===== config.mk =====
export PLATFORM = sky130hd
export DESIGN_NAME = pes_cc_packer
export DESIGN_NICKNAME = d
export VERILOG_FILES = /design/src/rtl/pes_cc_pkg.sv /design/src/rtl/pes_cc_len_decode.sv /design/src/rtl/pes_cc_packer.sv
export SDC_FILE = /design/constraint.sdc
export NUM_CORES = 1
export LEC_CHECK = 0
export BUFFER_PORTS_ARGS = -buffer_cell sky130_fd_sc_hd__buf_4
export CORE_ASPECT_RATIO = 1.2
export CORE_UTILIZATION = 25
export DETAILED_ROUTE_END_ITERATION = 8
export PLACE_DENSITY = 0.43
export SYNTH_ARGS = -nofsm -noshare
export SYNTH_HDL_FRONTEND = slang
export SYNTH_SLANG_ARGS = --single-unit

===== constraint.sdc =====
create_clock -name clock -period 24.4 [get_ports clock]
set_clock_uncertainty 0.2 [all_clocks]
set_input_delay 1.22 -clock clock [delete_from_list [all_inputs] [get_ports clock]]
set_output_delay 1.22 -clock clock [all_outputs]
set_load 0.1 [all_outputs]

===== src/rtl/pes_cc_pkg.sv =====
// Shared constants for the pes_cc base-delta compressor family:
// encoding IDs, per-encoding payload lengths and beat counts.
package pes_cc_pkg;

  localparam int CHUNK_BITS = 64;

  localparam logic [2:0] ENC_UNCOMP = 3'd0;
  localparam logic [2:0] ENC_B8D1   = 3'd1;
  localparam logic [2:0] ENC_B8D2   = 3'd2;
  localparam logic [2:0] ENC_B8D4   = 3'd3;
  localparam logic [2:0] ENC_B4D1   = 3'd4;
  localparam logic [2:0] ENC_B4D2   = 3'd5;
  localparam logic [2:0] ENC_B2D1   = 3'd6;
  localparam logic [2:0] ENC_RSVD   = 3'd7;

  localparam int LEN_UNCOMP = 256;
  localparam int LEN_B8D1   = 96;
  localparam int LEN_B8D2   = 128;
  localparam int LEN_B8D4   = 192;
  localparam int LEN_B4D1   = 96;
  localparam int LEN_B4D2   = 160;
  localparam int LEN_B2D1   = 144;

  localparam logic [2:0] BEATS_UNCOMP = 3'((LEN_UNCOMP + CHUNK_BITS - 1) / CHUNK_BITS);
  localparam logic [2:0] BEATS_B8D1   = 3'((LEN_B8D1   + CHUNK_BITS - 1) / CHUNK_BITS);
  localparam logic [2:0] BEATS_B8D2   = 3'((LEN_B8D2   + CHUNK_BITS - 1) / CHUNK_BITS);
  localparam logic [2:0] BEATS_B8D4   = 3'((LEN_B8D4   + CHUNK_BITS - 1) / CHUNK_BITS);
  localparam logic [2:0] BEATS_B4D1   = 3'((LEN_B4D1   + CHUNK_BITS - 1) / CHUNK_BITS);
  localparam logic [2:0] BEATS_B4D2   = 3'((LEN_B4D2   + CHUNK_BITS - 1) / CHUNK_BITS);
  localparam logic [2:0] BEATS_B2D1   = 3'((LEN_B2D1   + CHUNK_BITS - 1) / CHUNK_BITS);

  typedef enum logic {
    ST_IDLE = 1'b0,
    ST_SEND = 1'b1
  } state_t;

  // Number of 64-bit beats a line of this encoding occupies (0 for reserved).
  function automatic logic [2:0] beat_count(input logic [2:0] enc);
    case (enc)
      ENC_UNCOMP: beat_count = BEATS_UNCOMP;
      ENC_B8D1:   beat_count = BEATS_B8D1;
      ENC_B8D2:   beat_count = BEATS_B8D2;
      ENC_B8D4:   beat_count = BEATS_B8D4;
      ENC_B4D1:   beat_count = BEATS_B4D1;
      ENC_B4D2:   beat_count = BEATS_B4D2;
      ENC_B2D1:   beat_count = BEATS_B2D1;
      default:    beat_count = 3'd0;
    endcase
  endfunction

  // Byte enables of the final beat: the significant bytes left over
  // once all full 64-bit chunks of the payload are accounted for.
  function automatic logic [7:0] last_keep(input logic [2:0] enc);
    case (enc)
      ENC_UNCOMP: last_keep = 8'hFF;
      ENC_B8D1:   last_keep = 8'h0F;
      ENC_B8D2:   last_keep = 8'hFF;
      ENC_B8D4:   last_keep = 8'hFF;
      ENC_B4D1:   last_keep = 8'h0F;
      ENC_B4D2:   last_keep = 8'h0F;
      ENC_B2D1:   last_keep = 8'h03;
      default:    last_keep = 8'h00;
    endcase
  endfunction

endpackage


===== src/rtl/pes_cc_len_decode.sv =====
// Combinational encoding decoder: beat count, last-beat keep and validity.
module pes_cc_len_decode
  import pes_cc_pkg::*;
(
  input  logic [2:0] enc,
  output logic [2:0] beats,
  output logic [7:0] last_keep_mask,
  output logic       valid
);

  // Table lookup; reserved encoding reports invalid with zero beats.
  always_comb begin
    beats          = beat_count(enc);
    last_keep_mask = last_keep(enc);
    valid          = (enc != ENC_RSVD);
  end

endmodule


===== src/rtl/pes_cc_packer.sv =====
// Serialises one compressed cache line into 64-bit beats with keep/last,
// sending only the significant bytes, with back-to-back line support.
module pes_cc_packer
  import pes_cc_pkg::*;
#(
  parameter int BEAT_W = 64,
  parameter int LINE_W = 256
) (
  input  logic                  clock,
  input  logic                  reset,
  input  logic                  in_valid,
  output logic                  in_ready,
  input  logic [2:0]            in_enc,
  input  logic [LINE_W-1:0]     in_data,
  output logic                  out_valid,
  input  logic                  out_ready,
  output logic [BEAT_W-1:0]     out_data,
  output logic [BEAT_W/8-1:0]   out_keep,
  output logic                  out_last,
  output logic [2:0]            out_enc,
  output logic                  err_enc,
  output logic [15:0]           line_cnt
);

  localparam int KEEP_W = BEAT_W / 8;

  state_t              state, state_nxt;
  logic [LINE_W-1:0]   data_q;
  logic [2:0]          enc_q;
  logic [2:0]          total_q;
  logic [KEEP_W-1:0]   keep_q;
  logic [1:0]          idx_q;
  logic                err_q;
  logic [15:0]         cnt_q;

  logic [2:0]          dec_beats;
  logic [KEEP_W-1:0]   dec_keep;
  logic                dec_valid;

  logic                load, err_set, idx_inc, cnt_inc;
  logic                send, beat_last;
  logic [BEAT_W-1:0]   beat;
  logic [KEEP_W-1:0]   keep;

  pes_cc_len_decode u_len_decode (
    .enc            (in_enc),
    .beats          (dec_beats),
    .last_keep_mask (dec_keep),
    .valid          (dec_valid)
  );

  assign send      = (state == ST_SEND);
  assign beat_last = ({1'b0, idx_q} == (total_q - 3'd1));

  // Next state and handshake control; a last-beat handshake reopens the input.
  always_comb begin
    state_nxt = state;
    in_ready  = 1'b0;
    load      = 1'b0;
    err_set   = 1'b0;
    idx_inc   = 1'b0;
    cnt_inc   = 1'b0;
    case (state)
      ST_IDLE: begin
        in_ready = 1'b1;
        if (in_valid) begin
          if (dec_valid) begin
            load      = 1'b1;
            state_nxt = ST_SEND;
          end else begin
            err_set = 1'b1;
          end
        end
      end
      ST_SEND: begin
        if (out_ready) begin
          if (beat_last) begin
            cnt_inc   = 1'b1;
            in_ready  = 1'b1;
            state_nxt = ST_IDLE;
            if (in_valid) begin
              if (dec_valid) begin
                load      = 1'b1;
                state_nxt = ST_SEND;
              end else begin
                err_set = 1'b1;
              end
            end
          end else begin
            idx_inc = 1'b1;
          end
        end
      end
      default: state_nxt = ST_IDLE;
    endcase
  end

  // Control state: FSM, beat index, sticky error, line counter.
  always_ff @(posedge clock or posedge reset) begin
    if (reset) begin
      state <= ST_IDLE;
      idx_q <= 2'd0;
      err_q <= 1'b0;
      cnt_q <= 16'd0;
    end else begin
      state <= state_nxt;
      if (load)         idx_q <= 2'd0;
      else if (idx_inc) idx_q <= idx_q + 2'd1;
      if (err_set)      err_q <= 1'b1;
      if (cnt_inc)      cnt_q <= cnt_q + 16'd1;
    end
  end

  // Line payload and its decoded attributes, captured on acceptance.
  always_ff @(posedge clock) begin
    if (load) begin
      data_q  <= in_data;
      enc_q   <= in_enc;
      total_q <= dec_beats;
      keep_q  <= dec_keep;
    end
  end

  // Beat mux and byte masking; everything is forced to zero outside SEND.
  always_comb begin
    beat     = data_q[idx_q*BEAT_W +: BEAT_W];
    keep     = '0;
    out_data = '0;
    if (send) keep = beat_last ? keep_q : '1;
    for (int i = 0; i < KEEP_W; i++) begin
      if (keep[i]) out_data[8*i +: 8] = beat[8*i +: 8];
    end
  end

  assign out_valid = send;
  assign out_keep  = keep;
  assign out_last  = send & beat_last;
  assign out_enc   = send ? enc_q : 3'd0;
  assign err_enc   = err_q;
  assign line_cnt  = cnt_q;

endmodule


## After elaboration in Yosys (flattened, before gate mapping)

Index checks and enable logic that the tools add are counted.

- Bits in registers: 290
- Bits of input ports: 263
- Output and inout bits: 95
- Logic and storage cells: 63

- Add/subtract/negate cells: 3
- Equal/unequal tests: 8
- Shifts and indexed selects: 1
- Multiplexer cells: 35
- Bitwise logic cells: 2
- Reductions and logical operators: 6

Operators with widths:

| cell | number |
|---|---|
| 256-bit by 9-bit variable part select with 64-bit output | 1 |
| 8-bit two-way mux | 10 |
| 8-bit case mux with 3 select lines | 1 |
| 16-bit by 1-bit adder with 16-bit output, second input constant | 1 |
| 1-bit two-way mux | 16 |
| 3-bit OR reduction | 4 |
| 3-bit equality test, second input constant | 3 |
| 3-bit case mux with 3 select lines | 1 |
| 1-bit case mux with 2 select lines | 4 |
| 3-bit by 2-bit equality test with 1-bit output, second input constant | 2 |
| 2-bit two-way mux | 2 |
| 2-bit by 3-bit equality test with 1-bit output | 1 |
| 3-bit by 1-bit equality test with 1-bit output, second input constant | 1 |
| 3-bit logical NOT | 1 |
| 3-bit two-way mux | 1 |
| 3-bit inequality test, second input constant | 1 |
| 3-bit by 1-bit subtractor with 3-bit output, second input constant | 1 |
| 2-bit by 1-bit adder with 2-bit output, second input constant | 1 |
| 2-bit nonzero test | 1 |
| 1-bit AND | 1 |
| 1-bit NOT | 1 |

## Longest topological paths before layout

Gate-level depths: netlist of run 1.

- Depth after elaboration: 7
- Gate-level depth with buffers: 9

## Modules after synthesis

From an unflattened synthesis of run 1, not the netlist that was laid out.

- Cell total of the unflattened synthesis: 555
- Area, all modules: 11337.1 um^2

By module, submodules not included:

| module | times used | cells an instance | area an instance (um^2) | sequential area each (um^2) |
|---|---|---|---|---|
| pes_cc_packer | 1 | 539 | 11242.0 | 8608.3 |
| pes_cc_len_decode | 1 | 16 | 95.1 | 0.0 |

## Worst setup path after synthesis of run 1

Ideal clock, no wire load.

- Path kind: reg2reg
- Start point: register total_q[0]
- End point: register data_q[0], enable pin
- Arrival time: 14415 ps
- Data required time: 23271 ps
- Slack: 8857 ps
- Cell stages (with the launch flop): 8
- Path buffers: 1
- Period minus slack after synthesis: 15543 ps
- Cell sequence: edfxtp_1 > inv_1 > ha_1 > xnor2_1 > or3_1 > buf_2 > o21ai_1 > nor2b_1

- Word-level cells in the longest chain between the ends: 5

RTL lines:

| what | RTL line | RTL |
|---|---|---|
| start: declaration | pes_cc_packer.sv:30 | `logic [2:0] total_q;` |
| start signal: assignment | pes_cc_packer.sv:119 | `total_q <= dec_beats;` |
| 3-bit by 1-bit subtractor with 3-bit output | pes_cc_packer.sv:53 | `assign beat_last = ({1'b0, idx_q} == (total_q - 3'd1));` |
| 2-bit by 3-bit equality test with 1-bit output | pes_cc_packer.sv:53 |  |
| 1-bit two-way mux | pes_cc_packer.sv:77 | `if (beat_last) begin` |
| 1-bit two-way mux | pes_cc_packer.sv:76 | `if (out_ready) begin` |
| 1-bit case mux with 2 select lines | pes_cc_packer.sv:63 | `case (state)` |
| via load | pes_cc_packer.sv:40 | `logic load, err_set, idx_inc, cnt_inc;` |
| end signal: assignment | pes_cc_packer.sv:117 | `data_q <= in_data;` |
| end: declaration | pes_cc_packer.sv:28 | `logic [LINE_W-1:0] data_q;` |

The timed path passes the listed nets, and every way through them passes these cells.
A chain may end at the register's enable or synchronous reset.

## Worst setup path in the final report of run 1

- Start point: register idx_q[0]
- End point: output port out_data[23]

- Word-level cells in the longest chain between the ends: 4
- Elaborated cells between the ends (all ways): 5
- Those cells by class: 1 x eq/ne; 1 x shift; 3 x mux

RTL lines:

| what | RTL line | RTL |
|---|---|---|
| start: declaration | pes_cc_packer.sv:32 | `logic [1:0] idx_q;` |
| start signal: assignment | pes_cc_packer.sv:108 | `else if (idx_inc) idx_q <= idx_q + 2'd1;` |
| branches (longest 3 deep; another with 256-bit by 9-bit variable part select with 64-bit output) | -- |  |
| 8-bit two-way mux * | pes_cc_packer.sv:131 | `if (keep[i]) out_data[8*i +: 8] = beat[8*i +: 8];` |
| end: declaration | pes_cc_packer.sv:17 | `output logic [BEAT_W-1:0] out_data,` |

Every way passes the cells marked *.

==> impl_results.md, run 1 <==
* Port Buffer Count at 357
* Largest net degree at the start of global routing at 163
* Startpoint Class: flop
* Seq/Total Area, Yosys at 76.6%
* Final worst path period share at 20.3%
* Final Util at 35.2%
* Hold path depth at 1
* Die area at 45,000 µm²
* Die height at 232 µm
* Setup Buffers After CTS at 0
* Most used DFF post-synth: edfxtp_1
* Max Slew Vio Count at 0
* Crit path kind: flop to primary output
* Die X at 194 µm
* Sink of the worst hold path: line_cnt[15]
* Later-pin clock latency in the skew report at 0.52 ns
* I/O pins at 358
* CP required at 22.98 ns
* Worst Tran Pin Value at 1.14 ns
* Comb pwr share at 49.2%
* Post-CTS sizing at 0
* Via count at 6,235
* Reg power frac at 29.3%
* # clock sinks at 285
* Clk pwr share at 21.5%
* Setup violators final at 0
* Vias in the first global route at 6,843
* Largest fanout on the critical path at 38
* Critical path's slowest cell: dfrtp_4
* Internal power at 1.16 mW
* Drt drc at 0
* Max cap viols at 0
* Final Power at 2.22 mW
* Fmax at 202 MHz
* Critical R2R Launch: idx_q[0]
* Maximum VDD drop at 107 µV
* Initial antenna violation count at 2
* Root buffer cell: clkbuf_16
* Post-synthesis average cell area at 20.7 µm²
* CP cell instances: xnor2_1 > or3_1 > o21ai_2 > nor2b_1 > buf_4
* YS warnings at 0
* Worst min path class: flop to flop
* Worst reg2reg path depth at 5
* Vias per cell at 4.19
* Synth async-reset ratio at 7.02%
* Routability Congestion at 0.713
* Post-synth EDFFs at 265
* WP data arrival at 3.54 ns
* Sw Ratio at 47.8%
* Initial Util at 25.3%
* Synthesis-to-layout area growth at 39.3%
* Post-DRT Antenna Nets at 0
* DRT iter0 DRCs at 225
* Outcome: finished clean
* Setup_tns at 0 ns
* FF-to-FF setup slack at 19.95 ns
* Row cnt at 84
* Hold wc startpoint: line_cnt[15]
* Relative slew slack at 24.1%
* Core Footprint at 43,700 µm²
* Syn Std Cell Area at 11,000 µm²
* Max Root-Sink Buffers at 3
* Final Critical Period at 4.96 ns
* Netlist cell types at 31
* CTS Buf Count at 35
* Final hold viol count at 0
* # nets final at 1,169
* First-pass iteration count of the detailed router at 4
* Proportion of layout cells with a drive suffix above 1 at 51.8%
* Hpwl dp at 18,700 µm
* CP endpoint kind: primary output
* P_leak at 5.73 nW
* Clk pin slew, worst setup/hold paths at 0.06 ns
* H-tree depth at 2
* Cts hold-fix bufs at 0
* CP max stage delay at 0.98 ns
* RSZ-0062 raised after global routing: no
* WL/cell at 18.9 µm
* Grt total ovfl at 0
* Global-route wire length before repair at 41,400 µm
* Net Sw Power at 1.06 mW
* Total wire length at 28,200 µm
* Flops & latches, synth at 285
* Non-Filler Instances at 1,489
* FF-to-FF End: data_q[105]
* GR Util All Layers at 12.4%
* Pwr Density at 144 nW/µm²
* Syn Nets at 798
* Synth Instances at 533
* CTS tree: done
* Placed cells at 1,426
## metrics by stage
step / instance area [µm²] / hold slack [ns] / setup WS (ns)
3_5_place_dp: 14300 / 0.268 / 19.75
3_3_place_gp: 14300 / 0.266 / 19.82
5_1_grt: 15400 / 0.294 / 19.05
2_1_floorplan: 11000 / 0.549 / 8.86
4_1_cts: 15400 / 0.284 / 19.18
6_report: 15400 / 0.278 / 19.44
## worst max path at each step
stage	start	end	cells after the start
global route	idx_q[0]	out_keep[2]	5
CTS	idx_q[0]	out_data[23]	5
floorplan	total_q[0]	data_q[0]	7
detailed placement	idx_q[0]	data_q[106]	5
global placement	idx_q[0]	out_keep[2]	5
finish	idx_q[0]	out_data[23]	5
## power groups by stage
stage | combinational [mW] | clock, mW | sequential, mW
2_1_floorplan | 0.874 | 0 | 0.679
3_3_place_gp | 1.11 | 0 | 0.663
3_5_place_dp | 1.11 | 0 | 0.664
4_1_cts | 1.11 | 0.496 | 0.655
5_1_grt | 1.13 | 0.512 | 0.661
6_report | 1.09 | 0.477 | 0.650
## critical path, delay by kind of cell (launching register included)
kind	cells	cell delay (ns)
XOR/XNOR	1	0.21
AO/OA/AOI/OAI	1	0.78
buffers and inverters	1	0.28
AND/OR/NAND/NOR	2	0.73
flip-flops	1	0.98
## logic make-up after synthesis
kind of cell | synth area share (%)
flip-flops | 76.6
AND/OR/NAND/NOR | 5.95
multiplexers | 13.2
XOR/XNOR | 1.51
adder cells (fa/ha/maj) | 0.227
buffers and inverters | 1.82
AO/OA/AOI/OAI | 0.748
## routing by layer
metal  share of wire (%)  routed length, µm  global-route usage [%]
met1                  41              11500                    15.0
met3                 8.4               2360                    4.56
met5                   0                  0                       0
met4                 2.4                684                    4.32
met2                  48              13700                    20.5
## final cells by class
type / instances / area, µm²
fill: 4203 / 28300
sequential: 285 / 8470
timing repair buffer: 363 / 2740
multi-input combinational: 207 / 2400
clock buffer: 48 / 967
tap: 559 / 699
clock inverter: 14 / 71.3
inverter: 12 / 45.0
antenna: 1 / 2.50
## cell usage in the layout (no fill, tap or decap), drive strengths merged
cell type	n
a2111o	1
a211o	1
a21boi	1
a21oi	3
a31o	1
and2	3
and3	4
and4	2
and4b	1
buf	363
clkbuf	48
clkinv	12
clkinvlp	1
dfrtp	20
diode	1
edfxtp	265
ha	2
inv	13
mux2	1
mux4	64
nand2	9
nand3	9
nand4	4
nor2	6
nor2b	65
nor3	2
nor4	1
nor4b	2
o21ai	4
or3	2
xnor2	17
xor2	2
## synthesized netlist by cell type (all sizes together) (3+ instances only)
cell,instances,area (µm²)
nor2,6,22.5
nand4,4,25.0
nand3,9,45.0
nand2,9,33.8
clkbuf,9,33.8
nor2b,65,407
edfxtp,265,7960
o21ai,4,31.3
xnor2,17,149
and3,4,25.0
inv,12,45.0
mux4,64,1440
dfrtp,20,500
buf,20,123
a21oi,3,15.0
and2,3,18.8
## registers in the layout (all words and copies together), names as in the netlist
signal	cells
data_q	256
line_cnt	16
enc_q	3
keep_q	3
total_q	3
idx_q	2
err_enc	1
out_valid	1
No activity file was read; power rests on OpenSTA's default activity.
==> inputs of run 2 (changes only) <==
- clock period: 24.4 -> 4.89 ns (I/O delays scaled with it)
==> impl_results.md, run 2 (synthesis results as in run 1) <==
* Outcome: finished clean
* First-pass iteration count of the detailed router at 4 (unchanged)
* Setup_tns at 0 ns (unchanged)
* Final Power at 11.4 mW (+410%)
* CP cell instances: xnor2_2 > or3_1 > o21ai_2 > nor2b_1 > buf_4
* CP required at 4.45 ns (-18.53 ns)
* Grt total ovfl at 0 (unchanged)
* Critical R2R Launch: idx_q[1]
* Die X at 194 µm (unchanged)
* Final hold viol count at 0 (unchanged)
* Drt drc at 0 (unchanged)
* Routability Congestion at 0.716 (+0.41%)
* Max Slew Vio Count at 0 (unchanged)
* Worst Setup SP: idx_q[1]
* Placed cells at 1,439 (+0.91%)
* Vias per cell at 4.13 (-1.5%)
* CP bufs+invs at 1 (unchanged)
* # fillers at 4,003 (-4.8%)
* Root buffer cell: clkbuf_16
* Port Buffer Count at 357 (unchanged)
* Worst Tran Pin Value at 1.11 ns (-0.0249 ns)
* Max Root-Sink Buffers at 3 (unchanged)
* Post-CTS sizing at 0 (unchanged)
* H-tree depth at 2 (unchanged)
* Final Critical Period at 3.85 ns
* DRT iter0 DRCs at 175 (-22%)
* Final worst path period share at 78.7%
* CTS tree: done
* Pwr Density at 624 nW/µm² (+330%)
* Final Util at 41.7% (+6.5 points)
* Hpwl dp at 20,000 µm (+6.9%)
* CP endpoint kind: primary output
* I/O pins at 358 (unchanged)
* CP max stage delay at 0.94 ns (-0.04 ns)
* Vias in the first global route at 8,049 (+18%)
* Worst min path class: input pin to flop
* Via count at 7,273 (+17%)
* Non-Filler Instances at 1,763 (+18%)
* Later-pin clock latency in the skew report at 0.53 ns (about the same)
* Die area at 45,000 µm² (unchanged)
* Critical path's slowest cell: o21ai_2
* Post-DRT Antenna Nets at 0 (unchanged)
* Maximum VDD drop at 728 µV (+580%)
* Commonest non-fill, non-tap cell in the layout: buf_4
* Fin Hold WS at 0.225 ns (-0.0525 ns)
* Initial Util at 25.3% (unchanged)
* Global-route wire length before repair at 45,500 µm (+9.9%)
* Setup violators final at 0 (unchanged)
* Initial antenna violation count at 3 (+1)
* Number of flip-flops under the largest register name at 256 (unchanged)
* Proportion of layout cells with a drive suffix above 1 at 41.4% (-10 points)
* Area of the multi-input gates at 2430 µm² (+1.3%)
* Hold wc startpoint: in_data[22]
* Most frequent cells in the layout: buf_4, edfxtp_1, dlygate4sd3_1
* Total wire length at 30,200 µm (+7.2%)
* Max cap viols at 0 (unchanged)
* Row cnt at 84 (unchanged)
* Largest fanout on the critical path at 33 (-13%)
* # nets final at 1,444 (+24%)
* Relative slew slack at 25.8% (+1.6 points)
* Seq. cell area at 8470 µm² (unchanged)
* Crit path kind: flop to primary output
* Fmax at 260 MHz
* GR Util All Layers at 13.3% (+0.91 points)
* Critical path's top delay family: compound AO/OA/AOI/OAI gates
* WP data arrival at 3.40 ns (-0.14 ns)
* Startpoint Class: flop
* Die height at 232 µm (unchanged)
* RSZ-0062 raised after global routing: no
* Synthesis-to-layout area growth at 65.1%
* Core Footprint at 43,700 µm² (unchanged)
* # clock sinks at 285 (unchanged)
* WL/cell at 17.1 µm (-9.4%)
* Largest net degree at the start of global routing at 44 (-73%)
* P_leak at 6.93 nW (+21%)
* CTS Buf Count at 35 (unchanged)
* Clk pin slew, worst setup/hold paths at 0.05 ns (about the same)
* Biggest register: data_q
[run 2: worst paths after layout]
path                                endpoint  slack (ns)  cells past startpoint
worst max-delay path            out_data[21]        1.04                      5
worst min-delay path              data_q[22]        0.23                      2
worst max register to register   data_q[182]        1.43                      5
worst min register to register       err_enc        0.28                      1
max in group asynchronous           idx_q[1]        3.65                      3
min in group asynchronous       line_cnt[10]        0.24                      3
[run 2: routing by layer]
layer | part of all wire [%] | track usage, % | routed length [µm]
met5 | 0.056 | 0 | 17
met4 | 2.9 | 4.99 | 879
met3 | 6.1 | 3.91 | 1850
met2 | 51 | 23.1 | 15300
met1 | 40 | 15.6 | 12200
[run 2: area by class of cell]
cell class | instances | share of cell area (%)
Sequential cell | 285 | 46.4
Tap cell | 559 | 3.84
Multi-Input combinational cell | 207 | 13.3
Inverter | 12 | 0.247
Antenna cell | 2 | 0.0275
Clock inverter | 15 | 0.528
Clock buffer | 45 | 5.24
Timing Repair Buffer | 638 | 30.4
[run 2: timing repair]
action | CTS | global route
buffers inserted | 0 | 0
endpoints found under the hold margin | 288 | 0
hold buffers | 262 | 0
[run 2: power by group]
group | leakage (nW) | internal (mW) | switching [mW]
combinational | 3.75 | 1.58 | 4.22
sequential | 2.67 | 3.00 | 0.153
clock | 0.510 | 1.43 | 0.989
total | 6.93 | 6.01 | 5.36
[run 2: stage by stage]
stage | setup WS, ns | cell area, µm²
floorplan | -1.70 | 11100
global placement | 1.35 | 14600
detailed placement | 1.30 | 14600
CTS | 0.923 | 18200
global route | 0.801 | 18200
finish | 1.04 | 18200
==> inputs of run 3 (changes only) <==
- clock period: 4.89 -> 3.8 ns (I/O delays scaled with it)
==> impl_results.md, run 3 (synthesis results as in run 1) <==
* Initial Util at 25.3% (unchanged)
* Max Root-Sink Buffers at 3 (unchanged)
* CP endpoint kind: primary output
* Final setup margin at 0.450 ns (-0.593 ns)
* Synthesis-to-layout area growth at 65.4%
* Vias in the first global route at 7,940 (-1.4%)
* Commonest non-fill, non-tap cell in the layout: buf_4
* CP bufs+invs at 4 (+3)
* Later-pin clock latency in the skew report at 0.53 ns (about the same)
* Row cnt at 84 (unchanged)
* Final worst path period share at 88.2%
* Hpwl dp at 19,400 µm (-3.3%)
* Cts hold-fix bufs at 263 (+0.38%)
* Worst min path class: input pin to async pin
* Relative slew slack at 46.1% (+20 points)
* Critical path's top delay family: buffers and inverters
* CP cell instances: xnor2_2 > or3_1 > buf_4 > o21ai_4 > buf_4 > inv_1 > buf_4
* WL/cell at 17.1 µm (-0.53%)
* Most frequent cells in the layout: buf_4, edfxtp_1, dlygate4sd3_1
* Largest net degree at the start of global routing at 77 (+75%)
* Area post-placement at 14,500 µm² (-0.53%)
* Via count at 7,234 (-0.54%)
* CP required at 3.41 ns (-1.04 ns)
* Total wire length at 30,000 µm (-0.81%)
* CTS tree: done
* Final Util at 41.8% (+0.086 points)
* H-tree depth at 2 (unchanged)
* Setup Buffers After CTS at 0 (unchanged)
* Post-CTS sizing at 0 (unchanged)
* Worst slack, placed at 0.848 ns (-0.454 ns)
* Core Footprint at 43,700 µm² (unchanged)
* Routability Congestion at 0.700 (-2.3%)
* P_leak at 6.95 nW (+0.37%)
* Die X at 194 µm (unchanged)
* Pwr Density at 814 nW/µm² (+31%)
* Die area at 45,000 µm² (unchanged)
* Clk pin slew, worst setup/hold paths at 0.06 ns (about the same)
* Grt total ovfl at 0 (unchanged)
* Port Buffer Count at 357 (unchanged)
* Vias per cell at 4.11 (-0.25%)
* Biggest register: data_q
* DRT iter0 DRCs at 291 (+66%)
* Max cap viols at 0 (unchanged)
* WP data arrival at 2.96 ns (-0.44 ns)
* Final Critical Period at 3.35 ns
* Outcome: finished clean
* # nets final at 1,437 (-0.48%)
* Maximum VDD drop at 678 µV (-6.9%)
* Final Power at 14.9 mW (+31%)
* Fmax at 298 MHz
* Proportion of layout cells with a drive suffix above 1 at 41.4% (about the same)
* Critical path's slowest cell: dfrtp_4
* Drt drc at 0 (unchanged)
* Global-route wire length before repair at 45,000 µm (-0.98%)
* CP dominant cell by count: buf_4
* Startpoint Class: flop
* Fin Hold WS at 0.181 ns (-0.0439 ns)
* Final instance area at 18,300 µm² (+0.21%)
* CTS Buf Count at 34 (-2.9%)
* Final hold viol count at 0 (unchanged)
* Crit path kind: flop to primary output
* Number of flip-flops under the largest register name at 256 (unchanged)
* Worst Tran Pin Value at 0.807 ns (-0.306 ns)
* I/O pins at 358 (unchanged)
* Setup violators final at 0 (unchanged)
* RSZ-0062 raised after global routing: no
* Max Slew Vio Count at 0 (unchanged)
* GR Util All Layers at 13.2% (-0.14 points)
* Root buffer cell: clkbuf_16
* # clock sinks at 285 (unchanged)
* Die height at 232 µm (unchanged)
* CP max stage delay at 0.70 ns (-0.24 ns)
* First-pass iteration count of the detailed router at 4 (unchanged)
* Post-DRT Antenna Nets at 0 (unchanged)
* Initial antenna violation count at 3 (unchanged)
* Largest fanout on the critical path at 33 (unchanged)
## run 3: cell types whose count changed in the layout (fill, tap and decap cells not counted)
cell / change
buf_12: -2
buf_4: -5
bufinv_16: +4
clkbuf_1: -5
clkinv_1: +1
clkinv_2: +3
clkinvlp_4: -2
dlygate4sd3_1: +1
## run 3: metrics by stage
| stage | TNS (ns) | std cells |
|---|---|---|
| 2_1_floorplan | -738.69 | 533 |
| 3_3_place_gp | 0 | 1432 |
| 3_5_place_dp | 0 | 1432 |
| 4_1_cts | 0 | 1756 |
| 5_1_grt | 0 | 1758 |
| 6_report | 0 | 1758 |
## run 3: layout make-up
type | instances | area (µm²)
inverter | 12 | 45.0
antenna | 2 | 5.00
sequential | 285 | 8470
clock buffer | 40 | 937
multi-input combinational | 207 | 2430
tap | 559 | 699
timing repair buffer | 632 | 5470
fill | 3991 | 25500
clock inverter | 21 | 220
## run 3: routing by layer
metal | share of wire (%) | vias to the layer above | global-route usage [%]
met4 | 2.9 | 2 | 4.94
met1 | 40 | 3538 | 15.6
met5 | 0.033 | - | 0
met2 | 51 | 254 | 22.8
li1 | - | 3389 | -
met3 | 6.3 | 51 | 3.81
## run 3: worst min-delay path: stages
cell,delay [ns]
dlygate4sd3_1,0.54
buf_4,0.13
inv_1,0.58
## run 3: worst paths after layout
kind,slack (ns),from,depth (start not counted),to
max,0.45,idx_q[1],7,out_keep[6]
min,0.18,reset,3,line_cnt[15]
max reg2reg,0.87,idx_q[1],6,data_q[33]
min reg2reg,0.28,line_cnt[15],1,line_cnt[15]
max in group asynchronous,2.62,reset,3,idx_q[1]
min in group clock,0.18,in_data[56],2,data_q[56]
## run 3: power breakdown
group,internal [mW],switching [mW]
clock,2.09,1.27
sequential,3.86,0.197
combinational,2.03,5.42
